--- src/rtl/button_debouncer.sv ---
`default_nettype none
// ============================================================================
// Module   : button_debouncer
// Brief    : Synchronizes and debounces one push-button; emits press/release/
//            long-press strobes and a wrapping count of accepted presses.
// Revision : 1.0 - initial release
// ============================================================================
module button_debouncer #(
    parameter bit ACTIVE_LOW        = 1'b1,
    parameter int DEBOUNCE_CYCLES   = 480000,
    parameter int LONG_PRESS_CYCLES = 48000000,
    parameter int CNT_W             = $clog2(LONG_PRESS_CYCLES + 1)
) (
    input  logic       clk,
    input  logic       rst,
    input  logic       btn_pin,
    output logic       pressed,
    output logic       press_pulse,
    output logic       release_pulse,
    output logic       long_pulse,
    output logic [7:0] press_count
);

    localparam logic [1:0] S_IDLE         = 2'd0;
    localparam logic [1:0] S_PRESS_WAIT   = 2'd1;
    localparam logic [1:0] S_HELD         = 2'd2;
    localparam logic [1:0] S_RELEASE_WAIT = 2'd3;

    localparam logic [CNT_W-1:0] DEB_LAST  = CNT_W'(DEBOUNCE_CYCLES - 1);
    localparam logic [CNT_W-1:0] LONG_LAST = CNT_W'(LONG_PRESS_CYCLES - 1);
    localparam logic [CNT_W-1:0] LONG_SAT  = CNT_W'(LONG_PRESS_CYCLES);
    localparam logic [CNT_W-1:0] CNT_ONE   = CNT_W'(1);
    localparam logic             RELEASED_LVL = ACTIVE_LOW;

    generate
        if (DEBOUNCE_CYCLES < 2 || LONG_PRESS_CYCLES <= DEBOUNCE_CYCLES) begin : g_param_check
            $error("button_debouncer: need DEBOUNCE_CYCLES>=2 and LONG_PRESS_CYCLES>DEBOUNCE_CYCLES");
        end
    endgenerate

    logic             sync_meta;
    logic             sync_q;
    logic             raw_p;
    logic [1:0]       state;
    logic [1:0]       state_next;
    logic [CNT_W-1:0] cnt;
    logic [CNT_W-1:0] cnt_next;
    logic             pressed_next;
    logic             press_next;
    logic             release_next;
    logic             long_next;
    logic [7:0]       count_next;

    assign raw_p = sync_q ^ ACTIVE_LOW;

    // State register; the sync flops and all outputs are registered here too.
    always_ff @(posedge clk) begin
        if (rst) begin
            sync_meta     <= RELEASED_LVL;
            sync_q        <= RELEASED_LVL;
            state         <= S_IDLE;
            cnt           <= '0;
            pressed       <= 1'b0;
            press_pulse   <= 1'b0;
            release_pulse <= 1'b0;
            long_pulse    <= 1'b0;
            press_count   <= 8'd0;
        end else begin
            sync_meta     <= btn_pin;
            sync_q        <= sync_meta;
            state         <= state_next;
            cnt           <= cnt_next;
            pressed       <= pressed_next;
            press_pulse   <= press_next;
            release_pulse <= release_next;
            long_pulse    <= long_next;
            press_count   <= count_next;
        end
    end

    always_comb begin
        state_next = state;
        cnt_next   = cnt;
        case (state)
            S_IDLE: begin
                if (raw_p) begin
                    state_next = S_PRESS_WAIT;
                    cnt_next   = '0;
                end
            end
            S_PRESS_WAIT: begin
                if (!raw_p) begin
                    state_next = S_IDLE;
                    cnt_next   = '0;
                end else if (cnt == DEB_LAST) begin
                    state_next = S_HELD;
                    cnt_next   = '0;
                end else begin
                    cnt_next = cnt + CNT_ONE;
                end
            end
            S_HELD: begin
                if (!raw_p) begin
                    state_next = S_RELEASE_WAIT;
                    cnt_next   = '0;
                end else if (cnt != LONG_SAT) begin
                    cnt_next = cnt + CNT_ONE;
                end
            end
            S_RELEASE_WAIT: begin
                // A bounce back to pressed parks the counter at saturation so
                // the interrupted hold can never fire a long press.
                if (raw_p) begin
                    state_next = S_HELD;
                    cnt_next   = LONG_SAT;
                end else if (cnt == DEB_LAST) begin
                    state_next = S_IDLE;
                    cnt_next   = '0;
                end else begin
                    cnt_next = cnt + CNT_ONE;
                end
            end
            default: begin
                state_next = S_IDLE;
                cnt_next   = '0;
            end
        endcase
    end

    always_comb begin
        press_next   = (state == S_PRESS_WAIT) && raw_p && (cnt == DEB_LAST);
        release_next = (state == S_RELEASE_WAIT) && !raw_p && (cnt == DEB_LAST);
        long_next    = (state == S_HELD) && raw_p && (cnt == LONG_LAST);
        pressed_next = (state_next == S_HELD) || (state_next == S_RELEASE_WAIT);
        count_next   = press_next ? press_count + 8'd1 : press_count;
    end

endmodule
`default_nettype wire

--- config.mk ---
export PLATFORM = sky130hd
export DESIGN_NAME = button_debouncer
export DESIGN_NICKNAME = d
export VERILOG_FILES = /design/src/rtl/button_debouncer.sv
export SDC_FILE = /design/constraint.sdc
export NUM_CORES = 1
export LEC_CHECK = 0
export ABC_CLOCK_PERIOD_IN_PS = 5800
export CAP_MARGIN = 20
export CORE_UTILIZATION = 44
export CTS_CLUSTER_SIZE = 25
export DETAILED_ROUTE_END_ITERATION = 8
export HOLD_SLACK_MARGIN = 0.02
export MAX_ROUTING_LAYER = met4
export PLACE_DENSITY = 0.68
export SKIP_CTS_REPAIR_TIMING = 1
export SLEW_MARGIN = 20
export SYNTH_ARGS = -nofsm -noshare
export SYNTH_HDL_FRONTEND = slang
export SYNTH_SLANG_ARGS = --single-unit
export TNS_END_PERCENT = 100
--- constraint.sdc ---
create_clock -name clk -period 5.8 [get_ports clk]
set_input_delay 1.16 -clock clk [delete_from_list [all_inputs] [get_ports clk]]
set_output_delay 1.16 -clock clk [all_outputs]
set_load 0.02 [all_outputs]
## Yosys cells after proc, flatten, opt, wreduce, memory -nomap -nowiden

Cells that the tools add are included.

- Bits of input ports: 3
- Register bits after elaboration: 42
- Word-level logic and storage cells: 45

- Bitwise gates (word level): 1
- Reduce and logical (&&, ||, !) cells: 9
- Add/subtract/negate cells: 2
- Eq/ne operators: 10
- Multiplexer cells: 14

Operators by type and width:

| operator | count |
|---|---|
| $mux W26 | 6 |
| $pmux W26 S4 | 1 |
| $add A26 B1 Y26 const B | 1 |
| $eq A26 B19 Y1 const B | 1 |
| $eq A26 B26 Y1 const B | 1 |
| $ne A26 B26 Y1 const B | 1 |
| $mux W2 | 6 |
| $add A8 B1 Y8 const B | 1 |
| $eq A2 B2 Y1 const B | 4 |
| $pmux W2 S4 | 1 |
| $logic_and A1 B1 Y1 | 6 |
| $ne A3 B3 Y1 const B | 1 |
| $eq A2 B1 Y1 const B | 1 |
| $logic_not A2 Y1 | 1 |
| $ne A2 B2 Y1 const B | 1 |
| $reduce_and A2 Y1 | 1 |
| $logic_or A1 B1 Y1 | 1 |
| $not A1 Y1 | 1 |

## Depth between registers and ports, before layout

Gate-level depths: netlist (run 1).

- Word-level depth: 6
- Depth in mapped cells: 9
- Gate-level depth less buffers: 8

## Least setup slack after synthesis (run 1)

No wires, ideal clock.

- Path kind: register to register
- Start: register cnt[15]
- End: register cnt[2]
- Data arrival time: 2.210 ns
- Stages on the path, launching flop included: 8
- Slack: 3.463 ns
- Clock period less this slack: 2.337 ns
- Data required time: 5.672 ns
- Path through: dfxtp_1 -> or4_4 -> or4_4 -> or3_4 -> buf_6 -> and3_4 -> xnor2_1 -> nor2_1

- Longest elaborated chain between the ends: 4

RTL lines:

| what | RTL line | text |
|---|---|---|
| from (decl) | 46 | `logic [CNT_W-1:0] cnt;` |
| from (signal assigned) | 72 | `cnt <= cnt_next;` |
| $eq A26 B19 Y1 | 95, 116 |  |
| $mux W26 | 95, 116 |  |
| $mux W26 (on tied branches) | 113, 92 |  |
| $pmux W26 S4 | 84 | `case (state)` |

Parallel ways exist; a longest one is shown, timed or not.
A chain may end at the register's enable or synchronous reset.

## Worst setup path after layout (run 1)

- Start: register cnt[15]
- End: register cnt[21]

- Longest elaborated chain between the ends: 4

RTL lines:

| what | RTL line |
|---|---|
| $add A26 B1 Y26 or $eq A26 B19 Y1 (tied branches) | -- |
| $mux W26 (on tied branches) | 95, 116, 106 |
| $mux W26 (on tied branches) | 113, 103, 92 |
| $pmux W26 S4 | 84 |

Parallel ways exist; a longest one is shown, timed or not. The select of a mux whose other input is x is not followed.

==> run_results.csv, run 1 <==
group,metric,value,unit
drt,postRouteAntennaNets,0,
floorplan,die_w,74.0,um
synthesis,synth_edf_count,0,
power,combPwrFrac,2.7,%
clock_network,cts_tree,"built",
sta,finalSetupViolations,0,
synthesis,ys_async_sr_fraction,0,%
drt,dr.pass1.iters,4,
synthesis,synth_area_leaders,"dfxtp_1, xnor2_1, nor2_1",
synthesis,yosys-top-cells-count,"dfxtp_1, nor2_1, nand2_1",
drt,vias_per_cell,5.76,
drt,drc_errors,0,
sta,tns,0,ps
clock_network,cts_made_buffers,5,
clock_network,clock_latency,300,ps
final_layout,fillers,467,
placed_design,port_buffers,14,
power,power_frac_seq,54.4,%
floorplan,die-area,5470,um^2
critical_path,crit_type,"register to register",
final_layout,drive_gt1_share,8.65,%
synthesis,ys_ff_latch,42,
sta,period_share,47.4,%
global_route,grt_max_degree,31,
critical_path,worst-endpoint-arrival,2930,ps
flow_run,drv_cap,0,
global_route,grt-ovfl-total,0,
drt,vias,2050,
synthesis,syn_area,2280,um^2
synthesis,yosysSeqAreaShare,36.9,%
power,ir_worst_vdd,0.000105,V
power,p_per_area,210,nW/um^2
global_route,grt_pass1_wl,8.42,mm
power,leakage,0.807,nW
global_route,grtUsageTotal,20.7,%
floorplan,die_h,74.0,um
placed_design,postPlaceCellArea,2430,um^2
synthesis,synth_ff_type,"dfxtp_1",
clock_network,h-tree-depth,2,
placed_design,hpwl,3.50,mm
power,intPower,420,uW
floorplan,io_pins,15,
sta,slew_headroom,38.9,%
critical_path,crit_fanout,23,
final_layout,final_area,2540,um^2
final_layout,antennaDiodeCount,0,
drt,drt_iter0_markers,101,
sta,slew_viol_final,0,
clock_network,clk_path_buf_depth,2,
final_layout,nets,294,
sta,rsz0062_at_grt,"no",
sta,fin_skew,12.1,ps
sta,worst_pin_slew,916,ps
sta,min_period,2750,ps
drt,wire_per_inst,14.3,um
clock_network,cts_root_buffer,"clkbuf_8",
synthesis,syn-num-nets,289,
critical_path,worstPathRequired,5980,ps
sta,fmax,0.363,GHz
global_route,grt_pass1_vias,1788,
clock_network,path_clk_slew,80,ps
power,power_frac_clock,42.9,%
global_route,grt_antenna_before_repair,0,
synthesis,yosysTopAreaCell,"dfxtp_1",
critical_path,worstSetupStartpointType,"register",
floorplan,fp.coreArea,4850,um^2
synthesis,synth_most_common_cell,"dfxtp_1",
synthesis,synth_warnings,0,
drt,drt-total-wl,5.10,mm
power,p_sw_share,21.4,%
power,p_switching,114,uW
placed_design,routabilityCongestion,0.877,
run_status,status,"completed",
critical_path,worstSetupEndpointType,"register",
clock_network,clock_sinks,42,
synthesis,syn_area_per_cell,8.05,um^2
sta,hold_viol,0,
synthesis,yosys.area.top_type_share,36.9,%
synthesis,synthCells,283,
final_layout,areaGrowthSynthToFinish,11.6,%
min_path,hold_class,"register to register",
synthesis,synth_cell_types,51,
floorplan,initial_core_util,47.0,%
floorplan,core.rowCount,25,
-- worst max-delay path, cell delays in order, from the launching register on --
cell,delay [ps]
dfxtp_1,370
or4_4,580
or4_4,530
o31ai_4,750
nor4_1,180
xnor2_1,180
nor2_1,50
-- through the flow --
stage | setup WS [ps] | power [mW] | hold WS [ps] | utilization (%) | std cells
after floorplan | 3460 | 0.308 | 389 | - | 283
after global placement | 3120 | 0.312 | 391 | 50.2 | 348
after detailed placement | 3060 | 0.312 | 397 | 50.2 | 348
after CTS | 3050 | 0.541 | 412 | 52.5 | 356
after global routing | 2870 | 0.550 | 424 | 52.5 | 356
final | 3050 | 0.534 | 412 | 52.5 | 356
-- routing by layer --
metal | vias up | track usage, % | wire length (um)
met3 | 6 | 4.88 | 282
met1 | 951 | 25.4 | 2360
met5 | - | - | 0
met2 | 66 | 33.8 | 2400
li1 | 1027 | - | -
met4 | 0 | 5.77 | 58
-- final timing paths --
path	from	to	slack, ps	depth (start not counted)
max	cnt[15]	cnt[21]	3050	6
min reg2reg	sync_meta	sync_q	410	1
max reg2reg	cnt[15]	cnt[21]	3050	6
min	sync_meta	sync_q	410	1
-- power groups by stage --
stage	sequential, mW	clock [mW]	combinational [mW]
floorplan	0.296	0	0.0117
global placement	0.297	0	0.0147
detailed placement	0.297	0	0.0145
CTS	0.291	0.236	0.0145
global route	0.291	0.244	0.0159
finish	0.291	0.229	0.0144
-- kinds of logic (layout without fill, tap and decap cells) --
logic type | count (synthesis) | after routing | share of synthesized area, %
fa+ha+maj | 3 | 3 | 1.65
flops | 42 | 42 | 36.9
simple gates | 148 | 148 | 36.0
xor+xnor | 21 | 21 | 8.07
buf+inv | 25 | 31 | 4.61
compound gates | 43 | 43 | 12.3
mux | 1 | 1 | 0.439
-- registers in the layout, summed over array words and instances (netlist names) --
signal / count
cnt: 26
press_count: 8
state: 2
long_pulse: 1
press_pulse: 1
pressed: 1
release_pulse: 1
sync_meta: 1
sync_q: 1
-- placed cells by master (no fill, tap or decap), types with 3 or more instances in the layout --
master and count:
dfxtp_1 42, nor2_1 38, nand2_1 20, nand3_1 19, xnor2_1 17, a21oi_1 16, nor3_1 15, clkdlybuf4s50_1 14
nand4_1 12, inv_1 8, o21ai_0 7, nor4_1 6, a31oi_1 5, clkbuf_8 5, xor2_1 4, and2_1 4
nand2b_1 3, nor4_2 3, and3_1 3, and4_1 3, and3_2 3, ha_1 3
-- layout make-up --
type / instances / area, um^2 / share of cell area (%)
multi-input cells: 216 / 1330 / 52.4
well taps: 67 / 83.8 / 3.30
clock inverters: 3 / 40.0 / 1.57
repair buffers: 15 / 148 / 5.80
inverters: 8 / 30.0 / 1.18
clock buffers: 5 / 68.8 / 2.71
flip-flops and latches: 42 / 841 / 33.1
No activity file was read; power rests on OpenSTA's default activity.
==> inputs of run 2 (changes only) <==
--- a/config.mk
+++ b/config.mk
@@ -5,14 +5,14 @@
 export SDC_FILE = /design/constraint.sdc
 export NUM_CORES = 1
 export LEC_CHECK = 0
-export ABC_CLOCK_PERIOD_IN_PS = 5800
+export ABC_CLOCK_PERIOD_IN_PS = 2230
 export CAP_MARGIN = 20
 export CORE_UTILIZATION = 44
 export CTS_CLUSTER_SIZE = 25
 export DETAILED_ROUTE_END_ITERATION = 8
 export HOLD_SLACK_MARGIN = 0.02
 export MAX_ROUTING_LAYER = met4
-export PLACE_DENSITY = 0.68
+export PLACE_DENSITY = 0.71
 export SKIP_CTS_REPAIR_TIMING = 1
 export SLEW_MARGIN = 20
 export SYNTH_ARGS = -nofsm -noshare
==> constraint.sdc (replaced) <==
create_clock -name clk -period 2.23 [get_ports clk]
set_input_delay 0.446 -clock clk [delete_from_list [all_inputs] [get_ports clk]]
set_output_delay 0.446 -clock clk [all_outputs]
set_load 0.02 [all_outputs]
==> run_results.csv, run 2 (same netlist as run 1, synthesis figures left out) <==
group,metric,value,unit
global_route,grt_max_degree,18,
critical_path,worstSetupStartpointType,"register",
drt,drt_iter0_markers,204,
clock_network,clock_sinks,42,
clock_network,cts_made_buffers,5,
clock_network,clk_path_buf_depth,2,
final_layout,areaGrowthSynthToFinish,27.5,%
power,p_sw_share,20.3,%
floorplan,fp.coreArea,4850,um^2
drt,wire_per_inst,15.4,um
sta,tns,-755,ps
power,power,1.58,mW
critical_path,rr_startpoint,"cnt[15]",
drt,dr.pass1.iters,4,
global_route,grt_pass1_wl,9.49,mm
floorplan,core.rowCount,25,
sta,period_share,106,%
power,combPwrFrac,4.1,%
clock_network,path_clk_slew,90,ps
run_status,violations,"negative setup slack",
power,intPower,1.26,mW
final_layout,drive_gt1_share,20.6,%
global_route,grtUsageTotal,23.4,%
power,leakage,0.994,nW
sta,fmax,0.425,GHz
placed_design,port_buffers,14,
floorplan,die_w,74.0,um
clock_network,clock_latency,300,ps
floorplan,initial_core_util,47.0,%
final_layout,largest_reg_flops,26,
placed_design,hpwl,4.07,mm
min_path,holdPathStages,1,
global_route,grt_pass1_vias,2115,
final_layout,final_cells,388,
floorplan,io_pins,15,
final_layout,reg_top3,"cnt: 26 flops, press_count: 8 flops, state: 2 flops",
final_layout,antennaDiodeCount,0,
final_layout,fillers,430,
critical_path,worst-endpoint-arrival,2540,ps
drt,drt-total-wl,5.98,mm
power,p_per_area,544,nW/um^2
sta,finalSetupViolations,10,
run_status,status,"finished with violations",
critical_path,worstRegToRegCells,6,
sta,rsz0062_at_grt,"yes",
critical_path,crit_top_cell,"or4_4",
global_route,grt-ovfl-total,0,
sta,hold_viol,0,
min_path,min_from,"sync_meta",
critical_path,cpPeakStageDelay,550,ps
critical_path,reg2reg_setup_slack,-130,ps
final_layout,final_common_cell,"dfxtp_1",
clock_network,h-tree-depth,2,
critical_path,crit_path_top_delay_cell,"or4_4",
critical_path,worstSetupEndpointType,"register",
drt,vias_per_cell,5.77,
sta,slew_headroom,73.2,%
placed_design,post-place-cells,377,
sta,slew_viol_final,0,
clock_network,cts_tree,"built",
critical_path,path_cells,"or4_4 > or4_4 > or3_4 > and3_2 > o21ai_1 > a21oi_1",
min_path,hold_class,"register to register",
critical_path,crit_fanout,5,
power,ir_worst_vdd,0.000252,V
critical_path,r2r-end,"cnt[14]",
clock_network,cts_root_buffer,"clkbuf_8",
global_route,grt_antenna_before_repair,0,
critical_path,worstPathRequired,2420,ps
sta,fin_skew,9.78,ps
drt,vias,2238,
drt,drc_errors,0,
final_layout,nets,326,
flow_run,drv_cap,0,
sta,min_period,2360,ps
sta,setup_slack,-125,ps
final_layout,seqCellArea,843,um^2
floorplan,die_h,74.0,um
min_path,holdPathEnd,"sync_q",
power,p_switching,321,uW
power,power_frac_seq,47.7,%
floorplan,die-area,5470,um^2
power,power_frac_clock,48.2,%
final_layout,final_cell_mix,"dfxtp_1, nor2_1, buf_4, nand2_1, nand3_1",
sta,worst_pin_slew,402,ps
final_layout,multiInputGateArea,1390,um^2
critical_path,crit_type,"register to register",
placed_design,routabilityCongestion,0.922,
drt,postRouteAntennaNets,0,
final_layout,regMostFlops,"cnt",
==> run 2: cell types whose count changed in the layout (fill, tap and decap cells not counted), sizes merged <==
cell    change
or3         +1
clkbuf      +1
clkinv      -2
bufinv      +1
buf        +31
==> run 2: final cells by class <==
type                            instances  area share (%)
Clock inverter                          2            2.07
Inverter                                8            1.03
Sequential cell                        42            29.0
Clock buffer                            6            2.84
Tap cell                               67            2.89
Multi-Input combinational cell        217            47.7
Timing Repair Buffer                   46            14.4
==> run 2: worst max path at each step <==
| stage | start | slack, ps | end | cells after the start |
|---|---|---|---|---|
| floorplan | cnt[8] | -80 | cnt[2] | 7 |
| global placement | cnt[8] | -60 | cnt[18] | 6 |
| detailed placement | cnt[8] | -80 | cnt[18] | 6 |
| CTS | cnt[8] | -100 | cnt[18] | 6 |
| global route | cnt[15] | -180 | cnt[18] | 6 |
| finish | cnt[15] | -130 | cnt[14] | 6 |
==> run 2: critical path: cells and delay by family (launching register included) <==
kind	cells	cell delay [ps]
and+or+nand+nor	4	1730
AOI/OAI and AO/OA	2	190
DFF	1	320
==> run 2: metal layers <==
| metal | GRT usage, % | part of all wire, % | up-vias |
|---|---|---|---|
| met5 | - | 0 | - |
| met4 | 14.1 | 2.9 | 0 |
| met3 | 4.88 | 4.8 | 17 |
| met2 | 35.6 | 47 | 57 |
| met1 | 28.4 | 45 | 1066 |
| li1 | - | - | 1098 |
==> run 2: power by group through the flow <==
stage,Sequential (mW),Clock (mW),Combinational [mW]
floorplan,0.770,0,0.0304
global placement,0.771,0,0.0547
detailed placement,0.771,0,0.0548
CTS,0.753,0.766,0.0548
global route,0.754,0.793,0.0703
finish,0.753,0.761,0.0653
==> run 2: through the flow <==
step / cell area (um^2) / utilization [%] / worst slack [ps] / hold WS (ps)
floorplan: 2280 / - / -77.5 / 389
global placement: 2670 / 55.0 / -55.3 / 390
detailed placement: 2670 / 55.0 / -77.8 / 410
CTS: 2810 / 57.9 / -101 / 433
global route: 2900 / 59.9 / -181 / 448
finish: 2900 / 59.9 / -125 / 431
==> inputs of run 3 (changes only) <==
--- a/config.mk
+++ b/config.mk
@@ -12,7 +12,6 @@
 export DETAILED_ROUTE_END_ITERATION = 8
 export HOLD_SLACK_MARGIN = 0.02
 export MAX_ROUTING_LAYER = met4
-export PLACE_DENSITY = 0.71
 export SKIP_CTS_REPAIR_TIMING = 1
 export SLEW_MARGIN = 20
 export SYNTH_ARGS = -nofsm -noshare
==> run_results.csv, run 3 (same netlist as run 1, synthesis figures left out) <==
group,metric,value,unit
run_status,status,"finished with violations",
run_status,violations,"negative setup slack",
sta,slew_headroom,73.1,%
power,combPwrFrac,4.3,%
final_layout,areaGrowthSynthToFinish,29.4,%
clock_network,clock_latency,290,ps
sta,hold_viol,0,
placed_design,hpwl,4.27,mm
floorplan,die-area,5470,um^2
sta,period_share,105,%
floorplan,io_pins,15,
final_layout,final_cell_mix,"dfxtp_1, nor2_1, buf_4, nand2_1, nand3_1",
power,leakage,1.02,nW
clock_network,cts_root_buffer,"clkbuf_8",
floorplan,core.rowCount,25,
critical_path,worstSetupStartpointType,"register",
sta,finalSetupViolations,21,
drt,dr.pass1.iters,4,
min_path,hold_class,"register to register",
clock_network,clock_sinks,42,
placed_design,pre_cts_ws,-81.2,ps
sta,worst_pin_slew,400,ps
clock_network,cts_made_buffers,5,
min_path,holdPathStages,1,
drt,drc_errors,0,
critical_path,worst-endpoint-arrival,2530,ps
power,p_switching,310,uW
final_layout,nets,332,
clock_network,clk_path_buf_depth,2,
final_layout,final_cells,394,
drt,drt-total-wl,5.94,mm
power,p_per_area,481,nW/um^2
power,intPower,1.11,mW
global_route,grt_pass1_wl,9.59,mm
flow_run,drv_cap,0,
power,p_sw_share,21.9,%
critical_path,worstSetupEndpointType,"register",
drt,met1_length,2.88,mm
power,power_frac_clock,42.5,%
floorplan,initial_core_util,47.0,%
drt,postRouteAntennaNets,0,
placed_design,post-place-cells,382,
final_layout,final_common_cell,"dfxtp_1",
floorplan,die_h,74.0,um
drt,wl_met3,204,um
sta,min_period,2350,ps
final_layout,regMostFlops,"cnt",
global_route,grt_pass1_vias,1993,
global_route,grtUsageTotal,23.8,%
critical_path,crit_type,"register to register",
sta,fin_skew,6.25,ps
sta,slew_viol_final,0,
drt,wire_per_inst,15.1,um
floorplan,die_w,74.0,um
drt,routed.top_layer,"met4",
power,ir_worst_vdd,0.000294,V
floorplan,fp.coreArea,4850,um^2
critical_path,crit_fanout,5,
critical_path,worstPathRequired,2420,ps
critical_path,worstRegToRegCells,8,
final_layout,reg_top3,"cnt: 26 flops, press_count: 8 flops, state: 2 flops",
drt,vias_per_cell,5.58,
global_route,grt-ovfl-total,0,
clock_network,path_clk_slew,80,ps
sta,rsz0062_at_grt,"yes",
final_layout,drive_gt1_share,22.9,%
drt,drt_iter0_markers,152,
placed_design,port_buffers,14,
clock_network,cts_tree,"built",
power,power_frac_seq,53.2,%
placed_design,routabilityCongestion,0.960,
global_route,grt_max_degree,18,
final_layout,largest_reg_flops,26,
global_route,grt_antenna_before_repair,0,
sta,fmax,0.426,GHz
clock_network,h-tree-depth,2,
drt,vias,2198,
drt,wl_met2,2.79,mm
final_layout,antennaDiodeCount,0,
sta,setup_slack,-118,ps
-- run 3: final cells by class --
cell class	instances	area, um^2
fill	445	1900
multi-input combinational	217	1430
sequential	42	843
timing repair buffer	52	453
tap	67	83.8
clock buffer	5	68.8
clock inverter	3	40.0
inverter	8	30.0
-- run 3: metrics by stage --
step | utilization [%] | TNS (ps) | instance area [um^2] | total power, mW | hold WS [ps]
2_1_floorplan | - | -140 | 2280 | 0.800 | 389
3_3_place_gp | 55.8 | -256 | 2700 | 0.828 | 392
3_5_place_dp | 55.8 | -442 | 2700 | 0.829 | 398
4_1_cts | 58.0 | -628 | 2810 | 1.43 | 421
5_1_grt | 60.8 | -3470 | 2950 | 1.47 | 434
6_report | 60.8 | -1170 | 2950 | 1.42 | 415
-- run 3: path summary, 6_finish.rpt --
| path | slack, ps | to | startpoint |
|---|---|---|---|
| worst max register to register | -120 | cnt[23] | cnt[0] |
| worst max-delay path | -120 | cnt[23] | cnt[0] |
| worst min register to register | 420 | sync_q | sync_meta |
| worst min-delay path | 420 | sync_q | sync_meta |
-- run 3: worst max-delay path, stage by stage, from the launching register on --
cell and delay [ps]:
dfxtp_2 330, inv_2 50, ha_1 130, or4bb_1 390
or4_4 530, or3_4 440, and3_4 180, o21ai_1 120
a21oi_1 70
-- run 3: power groups by stage --
stage | clock network, mW | logic [mW] | registers [mW]
after global placement | 0 | 0.0571 | 0.771
after floorplan | 0 | 0.0304 | 0.770
after CTS | 0.618 | 0.0578 | 0.753
after global routing | 0.652 | 0.0660 | 0.754
final | 0.602 | 0.0616 | 0.753
after detailed placement | 0 | 0.0576 | 0.771
-- run 3: metal layers --
metal  global-route usage (%)  vias to the layer above
li1                         -                     1110
met1                     30.9                     1047
met2                     38.2                       34
met3                     3.79                        7
met4                     7.05                        0
met5                        -                        -
